--- config.mk ---
export PLATFORM = sky130hd
export DESIGN_NAME = outmem_reader
export DESIGN_NICKNAME = d
export VERILOG_FILES = /design/src/rtl/outmem_reader.sv
export SDC_FILE = /design/constraint.sdc
export NUM_CORES = 1
export LEC_CHECK = 0
export ABC_AREA = 1
export CORE_ASPECT_RATIO = 0.75
export CORE_MARGIN = 10
export CORE_UTILIZATION = 49
export DETAILED_ROUTE_END_ITERATION = 16
export PLACE_DENSITY_LB_ADDON = 0.12
export SYNTH_ARGS = -nofsm -noshare
export SYNTH_HDL_FRONTEND = slang
export SYNTH_SLANG_ARGS = --single-unit
--- constraint.sdc ---
create_clock -name CLK -period 1.9 [get_ports CLK]
set_input_delay 0.285 -clock CLK [delete_from_list [all_inputs] [get_ports CLK]]
set_output_delay 0.285 -clock CLK [all_outputs]
set_load 0.02 [all_outputs]
--- src/rtl/outmem_reader.sv ---
// Drains a row-major result matrix out of a 64-bit-wide output memory and
// streams it one element per beat over a valid/ready interface.
module outmem_reader #(
    parameter int AW = 4,
    parameter int EW = 16
) (
    input  logic          CLK,
    input  logic          RST,
    input  logic          START,
    input  logic [11:0]   MNT,
    output logic          EN_O,
    output logic [AW-1:0] ADDR_O,
    input  logic [63:0]   RDATA_O,
    output logic          OUT_VALID,
    input  logic          OUT_READY,
    output logic [EW-1:0] OUT_DATA,
    output logic [2:0]    OUT_ROW,
    output logic [2:0]    OUT_COL,
    output logic          OUT_LAST,
    output logic          BUSY,
    output logic          DONE,
    output logic          ERR
);

    typedef enum logic [1:0] {
        IDLE = 2'd0,
        READ = 2'd1,
        WAIT = 2'd2,
        EMIT = 2'd3
    } state_t;

    state_t          state_r;
    state_t          state_s;
    logic [3:0]      m_r;
    logic [3:0]      n_r;
    logic [3:0]      t_r;
    logic [2:0]      row_r;
    logic [2:0]      col_r;
    logic [AW-1:0]   addr_r;
    logic [63:0]     word_r;
    logic            done_r;
    logic            err_r;
    logic            mnt_ok_s;
    logic            beat_s;
    logic            col_end_s;
    logic            row_end_s;
    logic            half_s;
    logic            unused_s;

    function automatic logic mnt_valid(input logic [11:0] mnt);
        return (mnt[11:8] != 4'd0) && (mnt[11:8] <= 4'd8) &&
               (mnt[3:0]  != 4'd0) && (mnt[3:0]  <= 4'd8);
    endfunction

    // Lane 0 sits in the most significant bits of the word.
    function automatic logic [EW-1:0] lane_sel(input logic [63:0] word, input logic [1:0] lane);
        case (lane)
            2'd0:    lane_sel = word[63 -: EW];
            2'd1:    lane_sel = word[63 - EW -: EW];
            2'd2:    lane_sel = word[63 - 2*EW -: EW];
            default: lane_sel = word[63 - 3*EW -: EW];
        endcase
    endfunction

    function automatic logic [AW-1:0] addr_of(input logic [2:0] row, input logic half);
        return AW'({row, half});
    endfunction

    assign mnt_ok_s  = mnt_valid(MNT);
    assign beat_s    = (state_r == EMIT) && OUT_READY;
    assign col_end_s = (col_r == 3'(m_r - 4'd1));
    assign row_end_s = (row_r == 3'(t_r - 4'd1));
    assign half_s    = (col_r == 3'd3) && (m_r > 4'd4);
    // N is carried with the request but plays no part in the drain.
    assign unused_s  = ^n_r;

    // State register.
    always_ff @(posedge CLK) begin
        if (RST) begin
            state_r <= IDLE;
        end else begin
            state_r <= state_s;
        end
    end

    // Next-state logic.
    always_comb begin
        state_s = state_r;
        case (state_r)
            IDLE: begin
                if (START && mnt_ok_s) state_s = READ;
                else                   state_s = IDLE;
            end
            READ: state_s = WAIT;
            WAIT: state_s = EMIT;
            EMIT: begin
                if (beat_s) begin
                    if (col_end_s)   state_s = row_end_s ? IDLE : READ;
                    else if (half_s) state_s = READ;
                    else             state_s = EMIT;
                end else begin
                    state_s = EMIT;
                end
            end
            default: state_s = IDLE;
        endcase
    end

    // Dimension latch, element indices, read address, captured word and completion pulses.
    always_ff @(posedge CLK) begin
        if (RST) begin
            m_r    <= 4'd0;
            n_r    <= 4'd0;
            t_r    <= 4'd0;
            row_r  <= 3'd0;
            col_r  <= 3'd0;
            addr_r <= '0;
            word_r <= 64'd0;
            done_r <= 1'b0;
            err_r  <= 1'b0;
        end else begin
            done_r <= 1'b0;
            err_r  <= 1'b0;
            case (state_r)
                IDLE: begin
                    if (START) begin
                        m_r <= MNT[11:8];
                        n_r <= MNT[7:4];
                        t_r <= MNT[3:0];
                        if (mnt_ok_s) begin
                            row_r  <= 3'd0;
                            col_r  <= 3'd0;
                            addr_r <= addr_of(3'd0, 1'b0);
                        end else begin
                            done_r <= 1'b1;
                            err_r  <= 1'b1;
                        end
                    end
                end
                WAIT: word_r <= RDATA_O;
                EMIT: begin
                    if (beat_s) begin
                        if (col_end_s) begin
                            if (row_end_s) begin
                                done_r <= 1'b1;
                            end else begin
                                row_r  <= row_r + 3'd1;
                                col_r  <= 3'd0;
                                addr_r <= addr_of(row_r + 3'd1, 1'b0);
                            end
                        end else begin
                            col_r <= col_r + 3'd1;
                            if (half_s) addr_r <= addr_of(row_r, 1'b1);
                        end
                    end
                end
                default: begin
                end
            endcase
        end
    end

    // Output decode from registered state.
    always_comb begin
        EN_O      = (state_r == READ);
        ADDR_O    = addr_r;
        OUT_VALID = (state_r == EMIT);
        OUT_DATA  = '0;
        OUT_ROW   = 3'd0;
        OUT_COL   = 3'd0;
        OUT_LAST  = 1'b0;
        if (state_r == EMIT) begin
            OUT_DATA = lane_sel(word_r, col_r[1:0]);
            OUT_ROW  = row_r;
            OUT_COL  = col_r;
            OUT_LAST = col_end_s && row_end_s;
        end else begin
            OUT_DATA = '0;
        end
        BUSY = (state_r != IDLE);
        DONE = done_r;
        ERR  = err_r;
    end

endmodule

==> results.json, run 1 <==
{
  "period_minus_slack_ns": 1.89,
  "drt_iter0_markers": 421,
  "ys_warn_count": 0,
  "core_area_sq_um": 8380,
  "ctsHtreeMaxLevel": 3,
  "grt_pass1_wl_mm": 21.3,
  "hold_depth": 2,
  "final_nets": 817,
  "drtPass1Iterations": 5,
  "hold_path.class": "register to register",
  "ir_worst_vdd_mv": 0.611,
  "clkPwrFrac_pct": 39.5,
  "skew_ns": 0.00539,
  "nFillCells": 665,
  "syn_inst": 601,
  "io_buffers": 107,
  "dp.cells": 818,
  "max_cap_viol_count": 0,
  "antenna_found_initial": 0,
  "ioPinCount": 112,
  "tritoncts": "yes",
  "drive_gt1_share_pct": 21.0,
  "clock.fmax_mhz": 530,
  "worstPathMaxFanout": 8,
  "syn_to_final_growth_pct": 47.1,
  "finalHoldViolations": 0,
  "fp.dieH_microns": 100,
  "root_buffer": "clkbuf_16",
  "grt_max_degree": 82,
  "critPathKind": "register to output pin",
  "cts_made_buffers": 9,
  "slew_headroom_pct": 70.4,
  "clock_path_buffers": 2,
  "drc_errors": 0,
  "gp_congestion": 0.928,
  "grt_overflow_total": 0,
  "yosysUniqueCellTypes": 30,
  "syn_area_per_cell_sq_um": 6.98,
  "grt_pass1_vias": 4131,
  "vias_per_cell": 5.44,
  "critPathRequiredTime_ns": 1.62,
  "synth.top_cell.area_share_pct": 40.6,
  "rsz0062_at_grt": "true",
  "setup_viol_count_final": 0,
  "start_kind": "register",
  "power_frac_seq_pct": 41.2,
  "wl_per_cell_microns": 17.1,
  "fin_crit_sh_pct": 99.2,
  "synth_seq_cells": 85,
  "rows": 29,
  "route.final.wire_length_mm": 14.3,
  "cp-end-kind": "output pin",
  "outcome": "finished, final reports clean",
  "ys_seq_area_share_pct": 40.6,
  "via_count": 4551,
  "switching_share_pct": 26.6,
  "worst_pin_slew_ns": 0.443,
  "syn-cell-area_sq_um": 4190,
  "yosysTopAreaCell": "dfxtp_1",
  "numClockSinks": 85,
  "rr_worst_depth": 12,
  "powerDensity_nw_per_um2": 778,
  "power.leakage_nw": 2.69,
  "pwr-share-comb_pct": 19.3,
  "switchingPower_w": 0.00127,
  "report.final.slew_viol_count": 0,
  "synth_area_leaders": "dfxtp_1 41%, nor2_1 14%, o21ai_0 11%",
  "hpwlAfterDp_mm": 9.98,
  "syn_nets": 694,
  "p_total_w": 0.00480,
  "antenna_cells": 0,
  "final_cells": 836,
  "clk_latency_ns": 0.34,
  "grtUsageTotal_pct": 20.6,
  "die_w_microns": 127,
  "final_util_pct": 73.6,
  "p_int_w": 0.00352,
  "clk_pin_slew_ns": 0.06,
  "die_area_sq_um": 12700,
  "ant_nets": 0,
  "crit_arrival_ns": 1.60,
  "start_util_pct": 50.0
}
==> layout make-up <==
| class | count | area, sq um | share of cell area, % |
|---|---|---|---|
| sequential | 85 | 1710 | 27.8 |
| inverter | 40 | 158 | 2.56 |
| tap | 108 | 135 | 2.19 |
| clock inverter | 5 | 83.8 | 1.36 |
| multi-input combinational | 440 | 2410 | 39.1 |
| clock buffer | 10 | 239 | 3.88 |
| timing repair buffer | 148 | 1430 | 23.2 |
==> cell usage after synthesis <==
cell type	number
a21oi_1	25
a31oi_1	17
buf_2	8
buf_6	2
clkbuf_1	26
clkinv_1	1
dfxtp_1	85
ha_1	13
inv_1	30
inv_2	8
inv_4	1
nand2_1	92
nand2_2	4
nand2_4	4
nand2_8	2
nand3_1	19
nand3_2	2
nand3b_1	1
nand4_1	1
nand4_4	1
nor2_1	153
nor2_2	4
nor2_4	2
nor2_8	3
nor3_1	2
o211a_2	1
o21a_1	1
o21ai_0	88
o21ai_1	4
xnor2_1	1
==> per-stage QoR <==
step                setup TNS (ns)  hold slack (ns)  setup slack [ns]  area (sq um)
floorplan                        0            0.357            0.0356          4190
global placement             -1.53            0.449            -0.172          5590
detailed placement           -1.53            0.452            -0.195          5590
CTS                         -0.220            0.479            -0.220          5890
global route                -0.207            0.498           -0.0365          6170
finish                           0            0.476            0.0144          6170
==> logic make-up after synthesis <==
family	Yosys count	synth area share (%)
xor+xnor	1	0.209
fa+ha+maj	13	3.88
flops	85	40.6
simple gates	290	30.9
compound gates	136	16.9
buf+inv	76	7.46
==> cell usage in the layout (no fill, tap or decap), types with 2 or more instances in the layout <==
cell             netlist  layout
nor2_1               153     153
nand2_1               92      84
dfxtp_1               85      81
clkdlybuf4s50_1        0      81
o21ai_0               88      80
buf_4                  0      40
inv_1                 30      24
nand3_1               19      17
a21oi_1               25      16
a31oi_1               17      13
inv_2                  8      12
nand2_2                4      12
o21ai_1                4      11
clkbuf_16              0      11
ha_4                   0       6
ha_1                  13       6
buf_6                  2       6
buf_12                 0       6
a21oi_4                0       5
buf_2                  8       5
clkbuf_2               0       5
a21oi_2                0       4
nand2_4                4       4
nand3_2                2       4
nor2_2                 4       4
inv_4                  1       3
nor2_8                 3       3
a31oi_4                0       2
a31oi_2                0       2
nand2_8                2       2
nor2_4                 2       2
nor3_1                 2       2
bufinv_16              0       2
clkinvlp_4             0       2
dfxtp_4                0       2
dfxtp_2                0       2
dlygate4sd2_1          0       2
==> sequential cells by signal, indices dropped and copies added, names as in the netlist <==
| register | cells |
|---|---|
| ADDR_O | 4 |
| m_r | 4 |
| DONE | 1 |
| col_r | 3 |
| t_r | 3 |
| word_r | 64 |
| ERR | 1 |
| row_r | 3 |
| state_r | 2 |
==> path summary, 6_finish.rpt <==
check | startpoint | endpoint | slack (ns)
setup reg to reg | state_r[0] | ADDR_O[1] | 0.09
hold reg to reg | ADDR_O[0] | ADDR_O[0] | 0.48
setup / recovery | col_r[1] | OUT_DATA[0] | 0.01
hold / removal | ADDR_O[0] | ADDR_O[0] | 0.48
==> repair_timing <==
| action | 4_1_cts | 5_1_grt |
|---|---|---|
| gates cloned | 0 | 2 |
| setup endpoints to repair | 26 | 33 |
| buffers inserted | 0 | 1 |
| pin swaps | 0 | 12 |
| hold buffers | 0 | 0 |
| gates resized for setup | 116 | 78 |
==> layer usage <==
layer	track usage [%]	share of wire, %	vias to the layer above
li1	-	-	2189
met1	28.7	45	2120
met2	30.3	44	222
met3	6.58	9.4	20
met4	4.72	1.3	0
met5	0	0	-
==> worst max-delay path: stages (launching register included) <==
cell	delay [ns]
dfxtp_4	0.37
inv_4	0.08
ha_4	0.16
buf_12	0.14
a21oi_1	0.08
a31oi_1	0.23
buf_4	0.19
==> power by group through the flow <==
stage | registers [W] | logic (W) | clock network (W)
floorplan | 0.00199 | 0.000426 | 0
global placement | 0.00199 | 0.000809 | 0
detailed placement | 0.00199 | 0.000828 | 0
CTS | 0.00196 | 0.000841 | 0.00191
global route | 0.00198 | 0.00101 | 0.00199
finish | 0.00198 | 0.000927 | 0.00189
(Power assumes the default switching activity.)
==> inputs of run 2 (changes only) <==
- ABC_AREA: 1 -> 0
- CORE_UTILIZATION: 49 -> 48
- GPL_TIMING_DRIVEN: not set -> 0
==> run 2 against run 1 <==
The flow now finishes with violations (negative setup slack). Sequential share of layout area is 2.1 points higher. Total power is 22% lower. Flip-flop and latch count stayed put. Largest cell class unchanged.
==> results.json, run 2 <==
{
  "rr_worst_depth": 8,
  "timing.rr.end": "col_r[0]",
  "critical_path_buf_inv_count": 3,
  "worstHoldStart": "MNT[1]",
  "crit_arrival_ns": 2.17,
  "final_nets": 671,
  "nFillCells": 582,
  "final_util_pct": 73.4,
  "cp_num_cells": 8,
  "postLayoutSetupSlackWorst_ns": -0.557,
  "outcome": "finished with violations",
  "drc_errors": 0,
  "report.final.slew_viol_count": 0,
  "drive_gt1_share_pct": 23.8,
  "grtUsageTotal_pct": 21.2,
  "regArea_sq_um": 1730,
  "multi_input_area_sq_um": 2250,
  "hold_path.class": "input port to register",
  "die_area_sq_um": 12200,
  "syn_to_final_growth_pct": 48.4,
  "route.final.wire_length_mm": 13.6,
  "drt_iter0_markers": 341,
  "top_register": "word_r",
  "synth_seq_cells": 85,
  "layout_common_cells": "102 x nor2_1, 74 x dfxtp_1, 72 x clkdlybuf4s50_1",
  "clock.fmax_mhz": 407,
  "antenna_cells": 0,
  "grt_pass1_wl_mm": 20.5,
  "r2r-start": "t_r[1]",
  "ys_warn_count": 0,
  "antenna_found_initial": 0,
  "clk_latency_ns": 0.36,
  "critPathRequiredTime_ns": 1.62,
  "yosysTopAreaCell": "dfxtp_1",
  "critPathKind": "register to output pin",
  "async_reset_ff_share_pct": 0,
  "ys_seq_area_share_pct": 43.7,
  "setup_viol_count_final": 29,
  "slew_headroom_pct": 43.8,
  "start_kind": "register",
  "clk_pin_slew_ns": 0.10,
  "dp_slack_ns": -0.929,
  "synth_common_cells": "107 x nor2_1, 85 x dfxtp_1, 65 x mux2i_1",
  "die_w_microns": 124,
  "fp.dieH_microns": 98.0,
  "cts_hold_buf": 0,
  "core_area_sq_um": 7880,
  "crit_start": "col_r[0]",
  "max_cap_viol_count": 0,
  "worst_pin_slew_ns": 0.843,
  "violations": "negative setup slack",
  "wl_per_cell_microns": 19.7,
  "gp_congestion": 0.883,
  "cp-end-kind": "output pin",
  "ir_worst_vdd_mv": 0.448,
  "grt_overflow_total": 0,
  "drtPass1Iterations": 7,
  "synth.top_cell.area_share_pct": 43.7,
  "ctsHtreeMaxLevel": 3,
  "syn_inst": 430,
  "period_minus_slack_ns": 2.46,
  "cpLargestDelayFamily": "compound AO/OA/AOI/OAI gates",
  "syn_area_per_cell_sq_um": 9.06,
  "yosys_most_used_dff": "dfxtp_1",
  "cpPeakStageDelay_ns": 0.42,
  "cpMaxStageDelayCell": "a222oi_1",
  "grt_max_degree": 18,
  "finalHoldViolations": 0,
  "vias_per_cell": 5.59,
  "hpwlAfterDp_mm": 9.17,
  "yosysUniqueCellTypes": 33,
  "final_common_cell": "nor2_1",
  "worstPathMaxFanout": 10,
  "ant_nets": 0,
  "syn-cell-area_sq_um": 3900,
  "cp_common_cell": "nor2_1",
  "rows": 28,
  "worstSetupEndpoint": "OUT_DATA[8]",
  "cts_made_buffers": 9,
  "synth_edf_count": 0,
  "rsz0062_at_grt": "true",
  "synth_area_leaders": "dfxtp_1 44%, mux2i_1 17%, nor2_1 10%",
  "via_count": 3843,
  "power.leakage_nw": 2.21,
  "clock_path_buffers": 2,
  "numClockSinks": 85,
  "largest_reg_flops": 64,
  "final_cells": 688,
  "io_buffers": 106,
  "start_util_pct": 49.4,
  "dp.cells": 641,
  "yosysMostFrequentCell": "nor2_1",
  "tritoncts": "yes",
  "skew_ns": 0.00782,
  "powerDensity_nw_per_um2": 647,
  "root_buffer": "clkbuf_8",
  "grt_pass1_vias": 3789,
  "hold_ws_ns": 0.194,
  "fin_crit_sh_pct": 129,
  "ioPinCount": 112,
  "rrSetupSlack_ns": -0.18,
  "worstPathCellList": "inv_1, ha_4, clkbuf_8, a222oi_1, nor2_1, a21oi_1, nor2_1, buf_2",
  "syn_nets": 523
}
run 2: changes by cell type after synthesis, sizes merged, moves of 6 or more:
cell    change
nand2      -91
o21ai      -84
mux2i      +65
nor2       -55
inv        -27
a31oi      -17
a222oi     +16
nand3      -12
a21oi       +8
buf         -6
run 2: timing repair:
action	in CTS	in global routing
cloned	2	0
resized for setup	168	47
pin swaps	29	17
endpoints found under the setup margin	76	89
setup buffers	18	11
run 2: worst register-to-register path: stages, from the launching register on:
cell	delay, ns
dfxtp_2	0.36
inv_2	0.06
ha_4	0.27
xor2_1	0.20
nand4_1	0.22
buf_4	0.21
a21boi_4	0.15
or4_4	0.43
a21oi_2	0.12
run 2: cells by family after synthesis:
group,share of synthesized area [%]
AO/OA/AOI/OAI,12.4
XOR/XNOR,2.28
adder cells (fa/ha/maj),4.17
buffers and inverters,3.85
flip-flops,43.7
multiplexers,17.6
AND/OR/NAND/NOR,16.1
run 2: how the worst min path moves through the flow:
stage	end	slack (ns)	depth (start not counted)
4_1_cts	m_r[3]	0.35	3
3_3_place_gp	t_r[1]	0.45	2
2_1_floorplan	word_r[32]	0.43	2
6_report	t_r[1]	0.19	3
5_1_grt	t_r[1]	0.20	3
3_5_place_dp	m_r[1]	0.46	2
run 2: final cells by class:
type	count	share of cell area, %
multi-input cells	305	39.0
flip-flops and latches	85	29.9
repair buffers	137	21.5
plain buffers	28	3.09
well taps	105	2.27
clock buffers	9	2.14
clock inverters	7	1.15
inverters	12	0.995
run 2: power breakdown:
part	leakage [nW]	internal [W]	switching, W
Sequential	0.695	0.00184	0.0000415
Clock	0.0922	0.000512	0.000773
Combinational	1.42	0.000307	0.000266
Total	2.21	0.00266	0.00108
run 2: per-layer routing:
metal	GRT usage (%)	wire length [microns]	vias up
li1	-	-	1805
met1	29.2	6050	1827
met2	31.4	6060	181
met3	5.98	1190	30
met4	6.10	270	0
met5	0	0	-
run 2: per-stage QoR:
step | power (W) | setup TNS, ns | area, sq um
floorplan | 0.00217 | -0.272 | 3940
global placement | 0.00241 | -42.09 | 5130
detailed placement | 0.00242 | -46.77 | 5130
CTS | 0.00369 | -6.76 | 5660
global route | 0.00386 | -10.66 | 5780
finish | 0.00374 | -8.40 | 5780
